$ cat src/rtl/seg7_scan_driver.sv
// Time-multiplexed common-anode 7-segment driver: per-frame shadow capture,
// divided digit scan, hex decode, blanking and leading-zero suppression.
module seg7_scan_driver #(
    parameter  int DIGITS      = 4,
    parameter  int REFRESH_DIV = 50000,
    localparam int IDXW        = (DIGITS > 1) ? $clog2(DIGITS) : 1
) (
    input  logic                  clk,
    input  logic                  clr_n,
    input  logic                  en,
    input  logic [4*DIGITS-1:0]   value,
    input  logic [DIGITS-1:0]     dp_in,
    input  logic [DIGITS-1:0]     blank,
    input  logic                  lz_suppress,
    output logic [6:0]            a_to_g,
    output logic                  dp,
    output logic [DIGITS-1:0]     an,
    output logic [IDXW-1:0]       digit_idx,
    output logic                  frame_start
);

    localparam int DIVW = $clog2(REFRESH_DIV);

    typedef enum logic [1:0] {
        S_OFF,
        S_LOAD,
        S_SCAN
    } state_t;

    state_t                r_state;
    state_t                w_next;
    logic [DIVW-1:0]       r_div;
    logic [IDXW-1:0]       r_idx;
    logic [4*DIGITS-1:0]   r_sh_val;
    logic [DIGITS-1:0]     r_sh_dp;
    logic [DIGITS-1:0]     r_sh_blank;
    logic [6:0]            r_seg;
    logic                  r_dp;
    logic [DIGITS-1:0]     r_an;

    logic                  w_tick;
    logic                  w_last;
    logic                  w_capture;
    logic [DIGITS-1:0]     w_zero_from;
    logic [DIGITS-1:0]     w_onehot;
    logic [3:0]            w_nib;
    logic                  w_dpi;
    logic                  w_blk;
    logic                  w_supp;
    logic [6:0]            w_seg_n;
    logic                  w_dp_n;
    logic [DIGITS-1:0]     w_an_n;

    function automatic logic [6:0] f_hex7(input logic [3:0] n);
        case (n)
            4'h0:    f_hex7 = 7'b0000001;
            4'h1:    f_hex7 = 7'b1001111;
            4'h2:    f_hex7 = 7'b0010010;
            4'h3:    f_hex7 = 7'b0000110;
            4'h4:    f_hex7 = 7'b1001100;
            4'h5:    f_hex7 = 7'b0100100;
            4'h6:    f_hex7 = 7'b0100000;
            4'h7:    f_hex7 = 7'b0001111;
            4'h8:    f_hex7 = 7'b0000000;
            4'h9:    f_hex7 = 7'b0000100;
            4'hA:    f_hex7 = 7'b0001000;
            4'hB:    f_hex7 = 7'b1100000;
            4'hC:    f_hex7 = 7'b0110001;
            4'hD:    f_hex7 = 7'b1000010;
            4'hE:    f_hex7 = 7'b0110000;
            default: f_hex7 = 7'b0111000;
        endcase
    endfunction

    always_comb begin
        w_next    = r_state;
        w_capture = 1'b0;
        w_tick    = (r_div == DIVW'(REFRESH_DIV - 1));
        w_last    = (r_idx == IDXW'(DIGITS - 1));
        if (!en) begin
            w_next = S_OFF;
        end else begin
            case (r_state)
                S_OFF:  w_next = S_LOAD;
                S_LOAD: begin
                    w_next    = S_SCAN;
                    w_capture = 1'b1;
                end
                S_SCAN: begin
                    // Reload on the last digit's final cycle so the next frame starts clean
                    if (w_tick && w_last) begin
                        w_capture = 1'b1;
                    end
                end
                default: w_next = S_OFF;
            endcase
        end
    end

    always_comb begin
        w_zero_from = '0;
        for (int unsigned i = 0; i < DIGITS; i++) begin
            w_zero_from[i] = 1'b1;
            for (int unsigned j = i; j < DIGITS; j++) begin
                if (r_sh_val[4*j +: 4] != 4'h0) begin
                    w_zero_from[i] = 1'b0;
                end
            end
        end
    end

    always_comb begin
        w_onehot = '0;
        w_nib    = 4'h0;
        w_dpi    = 1'b0;
        w_blk    = 1'b0;
        w_supp   = 1'b0;
        for (int unsigned i = 0; i < DIGITS; i++) begin
            if (r_idx == IDXW'(i)) begin
                w_onehot[i] = 1'b1;
                w_nib       = r_sh_val[4*i +: 4];
                w_dpi       = r_sh_dp[i];
                w_blk       = r_sh_blank[i];
                w_supp      = (i != 0) && w_zero_from[i];
            end
        end
    end

    always_comb begin
        w_seg_n = '1;
        w_dp_n  = 1'b1;
        w_an_n  = '1;
        if (r_state == S_SCAN && en && !w_blk) begin
            if (lz_suppress && w_supp) begin
                // Suppressed digit still shows a requested dp (e.g. ".5")
                if (w_dpi) begin
                    w_an_n = ~w_onehot;
                    w_dp_n = 1'b0;
                end
            end else begin
                w_an_n  = ~w_onehot;
                w_seg_n = f_hex7(w_nib);
                w_dp_n  = ~w_dpi;
            end
        end
    end

    always_ff @(posedge clk or negedge clr_n) begin
        if (!clr_n) begin
            r_state    <= S_OFF;
            r_div      <= '0;
            r_idx      <= '0;
            r_sh_val   <= '0;
            r_sh_dp    <= '0;
            r_sh_blank <= '0;
            r_seg      <= '1;
            r_dp       <= 1'b1;
            r_an       <= '1;
        end else begin
            r_state <= w_next;
            r_seg   <= w_seg_n;
            r_dp    <= w_dp_n;
            r_an    <= w_an_n;
            if (w_capture) begin
                r_sh_val   <= value;
                r_sh_dp    <= dp_in;
                r_sh_blank <= blank;
            end
            if (r_state == S_SCAN && w_next == S_SCAN) begin
                if (w_tick) begin
                    r_div <= '0;
                    r_idx <= w_last ? '0 : r_idx + IDXW'(1);
                end else begin
                    r_div <= r_div + DIVW'(1);
                end
            end else begin
                r_div <= '0;
                r_idx <= '0;
            end
        end
    end

    assign a_to_g      = r_seg;
    assign dp          = r_dp;
    assign an          = r_an;
    assign digit_idx   = r_idx;
    assign frame_start = w_capture;

endmodule

$ cat config.mk
export PLATFORM = sky130hd
export DESIGN_NAME = seg7_scan_driver
export DESIGN_NICKNAME = d
export VERILOG_FILES = /design/src/rtl/seg7_scan_driver.sv
export SDC_FILE = /design/constraint.sdc
export NUM_CORES = 1
export LEC_CHECK = 0
export ABC_AREA = 1
export CAP_MARGIN = 15
export CORE_UTILIZATION = 50
export DETAILED_ROUTE_END_ITERATION = 8
export GPL_TIMING_DRIVEN = 0
export HOLD_SLACK_MARGIN = 0.12
export PLACE_DENSITY = 0.85
export SETUP_SLACK_MARGIN = 0.2
export SLEW_MARGIN = 20
export SYNTH_ARGS = -nofsm -noshare
export SYNTH_HDL_FRONTEND = slang
export SYNTH_SLANG_ARGS = --single-unit
$ cat constraint.sdc
create_clock -name clk -period 4.2 [get_ports clk]
set_input_delay 0.63 -clock clk [delete_from_list [all_inputs] [get_ports clk]]
set_output_delay 0.63 -clock clk [all_outputs]
set_load 0.05 [all_outputs]
==> key figures, run 1 <==
Synth
  • Post-synthesis cell count: 392
  • Syn Nets: ~430
  • Seq cells post-synth: 56
  • Post-synthesis cell area: 0.00305 mm²
  • Post-synth top area share: 0.362
  • Netlist cell types: 33
  • Seq/Total Area, Yosys: 0.465
  • Yosys Warn Count: 0
  • Post-synth top area cell: dfrtp_1
  • Synth area leaders: dfrtp_1, nand2_1, dfstp_2
  • Syn Area/Cell: 7.77 µm²

Timing
  • Hold WS: 0.347 ns
  • Final Hold Viols: 0
  • Fmax: just over 300 MHz
  • Final number of setup-violating endpoints: 0
  • RSZ-0062 raised after global routing: false
  • Post-route setup slack: approximately 1 ns
  • Slew at the pin with the worst max-slew slack: 0.669 ns
  • Time the worst path needs with I/O delays and setup: 3.22 ns
  • Fin. max-slew vios: 0
  • Slew headroom: 0.554
  • Period utilization: 0.766
  • Fin Clk Skew: around 0.008 ns
  • Setup Total Neg Slack: 0 ns

Setup path
  • Max FO, Critical Path: 10
  • Cell Chain, Critical Path: inv_2 -> or2_0 -> nor3_2 -> nand3_2 -> nand2_4 -> nand2_4 -> buf_6 -> inv_1 -> clkdlybuf4s50_1
  • Cell mode on critical path: nand2_4
  • Worst setup path category: register to output port
  • Setup crit start kind: register
  • Worst EP required: 3.57 ns
  • CP max-delay cell: clkdlybuf4s50_1
  • CP peak stage delay: about 0.8 ns
  • Worst setup EP type: output port
  • Critical path arrival: 2.59 ns
  • Reg2Reg Depth: 12

Global routing
  • Grt total ovfl: 0
  • First-pass GRT wire length: about 11000 µm
  • Pin count of the biggest net entering global routing: 57
  • Number of global-route vias before repair: 2481
  • Antenna violations before repair: 0
  • Total track usage: 0.227

Floorplanning
  • Row cnt: 28
  • IO Pins: 43
  • Die ar.: around 0.0064 mm²
  • Die Wd: 80.0 µm
  • Die Ht: 80.0 µm
  • Core ar.: between 0.005 and 0.006 mm²
  • Initial Util: 0.517

Detailed routing
  • Vias per Instance: 5.38
  • DRC: 2
  • Initial DRC count: 310
  • Vias post-DR: 2782
  • Drt first pass iters: 7
  • Routed WL: 6650 µm
  • Wirelength per Cell: 12.9 µm
  • Routed Antenna Nets: 0

Clocking
  • Post-CTS Resized: 0
  • CTS Hold Bufs: 0
  • CTS tree: built
  • Postcts setup bufs: 0
  • Clock transition at path regs: 0.10 ns
  • Worst-skew pair later-pin latency: ~0.31 ns
  • Total CTS buffers: 5
  • CTS sink cnt: 56
  • Max clock buf depth: 2
  • Root buffer cell: clkbuf_8
  • H-Tree Depth: 2

Placement
  • Dpl cells: slightly above 500
  • Worst slack at placement: 1.04 ns
  • Port bufs: 42
  • Routability cong.: around 0.86
  • DP HPWL: 4950 µm

Outcome
  • Failing checks: design-rule violations
  • Status: finished with violations

Job
  • Max-cap violations: 0

Power and ir drop
  • Leak pwr: 1.73 nW
  • Cell Pwr Density: 462 mW/mm²
  • Total power: roughly 0.0017 W
  • VDD IR-drop max: 0.234 mV

Finish
  • Share of layout cells above drive strength 1: 0.0905
  • Non-Filler Instances: 517
  • Area delta synth->final: 20.5%
  • Final net count: 483
  • ANT cells: 0
  • Filler cells: between 500 and 600

Min path
  • Worst hold path type: input pin to asynchronous set/reset pin
## registers in the layout, indices dropped and copies added, names as in the netlist
signal	flops
a_to_g	7
an	4
r_div	16
digit_idx	2
r_sh_dp	4
dp	1
r_state	2
r_sh_val	16
r_sh_blank	4
## metal layers
layer,track usage,part of all wire,vias up
met5,0,0,-
met3,0.0377,0.047,19
met2,0.354,0.47,97
li1,-,-,1369
met1,0.319,0.46,1297
met4,0.0768,0.029,0
## cell families (layout without fill, tap and decap cells)
logic type / after synthesis / count (layout) / share of synthesized area
AO/OA/AOI/OAI: 44 / 44 / 0.0781
adder cells (fa/ha/maj): 14 / 14 / 0.0575
buffers and inverters: 46 / 96 / 0.0657
flip-flops: 56 / 56 / 0.465
AND/OR/NAND/NOR: 232 / 232 / 0.334
## cells in the mapped netlist (all sizes together)
master	instances
a31oi	1
dfstp	12
a21oi	21
inv	34
ha	14
a21boi	3
a31o	1
and2	1
o21ai	16
dfrtp	44
nand2	123
nor3b	1
nand4	5
o21bai	1
nor3	9
o211ai	1
nor2	30
buf	9
clkinv	1
or2	5
nand3b	1
clkbuf	2
nand3	57
## power breakdown
group          leakage, nW  total (W)  switching, W  internal [W]
combinational        0.972   0.000566      0.000361      0.000204
sequential           0.704   0.000777      0.000103      0.000674
clock               0.0541   0.000351      0.000174      0.000177
## area by class of cell
| cell class | instances | area (µm²) | area share |
|---|---|---|---|
| inverter | 35 | 131 | 0.0358 |
| buffer | 11 | 68.8 | 0.0188 |
| timing repair buffer | 42 | 418 | 0.114 |
| tap | 75 | 93.8 | 0.0256 |
| sequential | 56 | 1420 | 0.386 |
| clock buffer | 5 | 68.8 | 0.0188 |
| clock inverter | 3 | 42.5 | 0.0116 |
| multi-input combinational | 290 | 1430 | 0.389 |
## cells in the final DEF, fill, tap and decap left out, types with 2 or more instances in the layout
cell type / n
nand2_1: 120
inv_1: 33
nand2_4: 2
or2_2: 4
nand3_1: 56
a21oi_1: 21
clkdlybuf4s50_1: 41
nor3_1: 8
nor2_1: 30
nand4_1: 5
a21boi_1: 2
buf_6: 2
dfstp_2: 12
ha_1: 14
dfrtp_1: 44
clkbuf_8: 5
buf_4: 3
o21ai_0: 16
clkbuf_1: 2
buf_2: 4
## worst max-delay path, delay by kind of cell (launching register included)
family | cells | cell delay, ns
AND/OR/NAND/NOR | 5 | 0.77
buffers and inverters | 4 | 1.05
flip-flops | 1 | 0.45
## metrics by stage
step / area (µm²) / utilization
3_5_place_dp: 3560 / 0.604
3_3_place_gp: 3560 / 0.605
5_1_grt: 3670 / 0.623
6_report: 3670 / 0.623
2_1_floorplan: 3050 / -
4_1_cts: 3670 / 0.623
## final timing paths
check | startpoint | endpoint | slack (ns)
hold / removal | clr_n | r_div[8] | 0.35
setup reg to reg | digit_idx[0] | a_to_g[0] | 1.83
min in group clk | r_div[0] | r_div[0] | 0.46
setup / recovery | r_div[9] | frame_start | 0.98
hold reg to reg | r_div[0] | r_div[0] | 0.46
max in group asynchronous | clr_n | r_sh_blank[3] | 3.41
Note: power is estimated with default switching activity, not from simulation.
==> run 2, diff against run 1 <==
==> constraint.sdc (replaced) <==
create_clock -name clk -period 3.1 [get_ports clk]
set_input_delay 0.465 -clock clk [delete_from_list [all_inputs] [get_ports clk]]
set_output_delay 0.465 -clock clk [all_outputs]
set_load 0.05 [all_outputs]
==> run 2 against run 1 <==
Effect of this change: the run still ends with design-rule violations left; sequential share of layout area unchanged; via count unchanged; register-to-register slack got worse by 1.1 ns; non-clock buffer count unchanged; setup slack got worse by 0.63 ns; global-route usage unchanged; cell count unchanged; largest power group unchanged.
==> key figures, run 2 (synthesis results as in run 1) <==
Outcome
  • Status: finished with violations
  • Failing checks: design-rule violations

Detailed routing
  • DRC: 2
  • Routed Antenna Nets: 0
  • Initial DRC count: 310
  • Vias per Instance: approximately 5.4
  • Vias post-DR: about 2.8k
  • Wirelength per Cell: ~13 µm
  • Routed WL: 6650 µm
  • Drt first pass iters: 7

Placement
  • DP HPWL: 4950 µm
  • Routability cong.: ~0.86
  • Worst slack at placement: about 0.27 ns
  • Dpl cells: 509
  • Area after DPL: 0.00356 mm²
  • Port bufs: 42

Min path
  • Worst hold path type: input pin to asynchronous set/reset pin

Power and ir drop
  • Total power: 0.00229 W
  • Switching Share: 0.377
  • VDD IR-drop max: 0.318 mV
  • Psw: 0.000865 W
  • Leak pwr: approximately 1.7 nW
  • Comb power frac: 0.334
  • Clock network fraction of design power: 0.207
  • Seq pwr share: 0.459
  • Cell Pwr Density: between 600 and 700 mW/mm²
  • Int Power: 0.00143 W

Timing
  • Fmax: approximately 360 MHz
  • Time the worst path needs with I/O delays and setup: 2.75 ns
  • Post-route setup slack: 0.353 ns
  • RSZ-0062 raised after global routing: false
  • Slew at the pin with the worst max-slew slack: between 0.6 and 0.7 ns
  • Slew headroom: 0.554
  • Final Hold Viols: 0
  • Period utilization: 0.886
  • Fin. max-slew vios: 0
  • Final number of setup-violating endpoints: 0
  • Fin Clk Skew: 0.00792 ns

Clocking
  • H-Tree Depth: 2
  • Max clock buf depth: 2
  • Worst-skew pair later-pin latency: roughly 0.31 ns
  • Postcts setup bufs: 0
  • CTS sink cnt: 56
  • Clock transition at path regs: 0.10 ns
  • Root buffer cell: clkbuf_8
  • CTS tree: built
  • Total CTS buffers: 5

Finish
  • Share of layout cells above drive strength 1: 0.0905
  • ANT cells: 0
  • Commonest cells after routing, fill and taps aside: nand2_1, nand3_1, dfrtp_1, clkdlybuf4s50_1, inv_1
  • Final net count: 483
  • Non-Filler Instances: 517
  • Area delta synth->final: 20.5%
  • Final Instance Area: roughly 0.0037 mm²
  • Commonest non-fill, non-tap cell in the layout: nand2_1

Setup path
  • CP max-delay cell: clkdlybuf4s15_1
  • Worst setup path category: register to output port
  • Setup crit start kind: register
  • CP bufs+invs: 4
  • Delay-heaviest family, CP: simple AND/OR/NAND/NOR gates
  • Worst EP required: roughly 2.6 ns
  • Worst setup EP type: output port
  • Max FO, Critical Path: 10
  • Cell Chain, Critical Path: inv_2 -> or2_0 -> nor3_2 -> nand3_2 -> nand2_4 -> nand2_4 -> buf_6 -> inv_1 -> clkdlybuf4s15_1
  • Reg2reg start: digit_idx[0]
  • CP peak stage delay: 0.48 ns
  • Critical path arrival: 2.28 ns
  • CP startpoint: r_div[9]
  • Cell mode on critical path: nand2_4

Floorplanning
  • Die Ht: 80.0 µm
  • Row cnt: 28
  • IO Pins: 43
  • Die Wd: between 80 and 90 µm
  • Core ar.: around 0.0059 mm²
  • Initial Util: 0.517
  • Die ar.: 0.00641 mm²

Global routing
  • Pin count of the biggest net entering global routing: 57
  • Number of global-route vias before repair: between 2k and 2.5k
  • Total track usage: 0.227
  • Antenna violations before repair: 0
  • First-pass GRT wire length: 11300 µm
  • Grt total ovfl: 0

Job
  • Max-cap violations: 0
run 2: power groups by stage:
stage               clock network [W]  logic (W)  registers (W)
floorplan                           0   0.000512        0.00106
global placement                    0   0.000714        0.00105
detailed placement                  0   0.000747        0.00106
CTS                          0.000481   0.000757        0.00105
global route                 0.000518   0.000866        0.00107
finish                       0.000476   0.000766        0.00105
run 2: through the flow:
stage | hold WS, ns | setup TNS [ns] | utilization
finish | 0.182 | 0 | 0.623
global route | 0.248 | 0 | 0.623
CTS | 0.211 | 0 | 0.623
detailed placement | 0.455 | 0 | 0.604
global placement | 0.445 | -0.681 | 0.605
floorplan | 0.169 | 0 | -
run 2: routing by layer:
layer / track usage / wire (µm)
met2: 0.354 / 3110
met1: 0.319 / 3030
met3: 0.0377 / 314
met4: 0.0768 / 192
met5: 0 / 0
run 2: worst paths after layout:
path	slack, ns	cells after the start	to
setup / recovery	0.35	9	frame_start
hold / removal	0.18	1	r_div[8]
setup reg to reg	0.73	12	a_to_g[0]
hold reg to reg	0.46	1	r_div[0]
max in group asynchronous	2.48	1	r_sh_blank[3]
min in group clk	0.46	1	r_div[0]
run 2: what timing repair did:
action                                  in CTS  in global routing
gates resized for setup                      1                  1
endpoints found under the setup margin       1                  1
gates cloned                                 0                  0
hold buffers                                 0                  0
run 2: cell type report:
class	count	area, µm²
timing repair buffer	42	418
tap	75	93.8
clock inverter	3	42.5
inverter	35	131
sequential	56	1420
fill	520	2220
clock buffer	5	68.8
multi-input combinational	290	1430
buffer	11	68.8
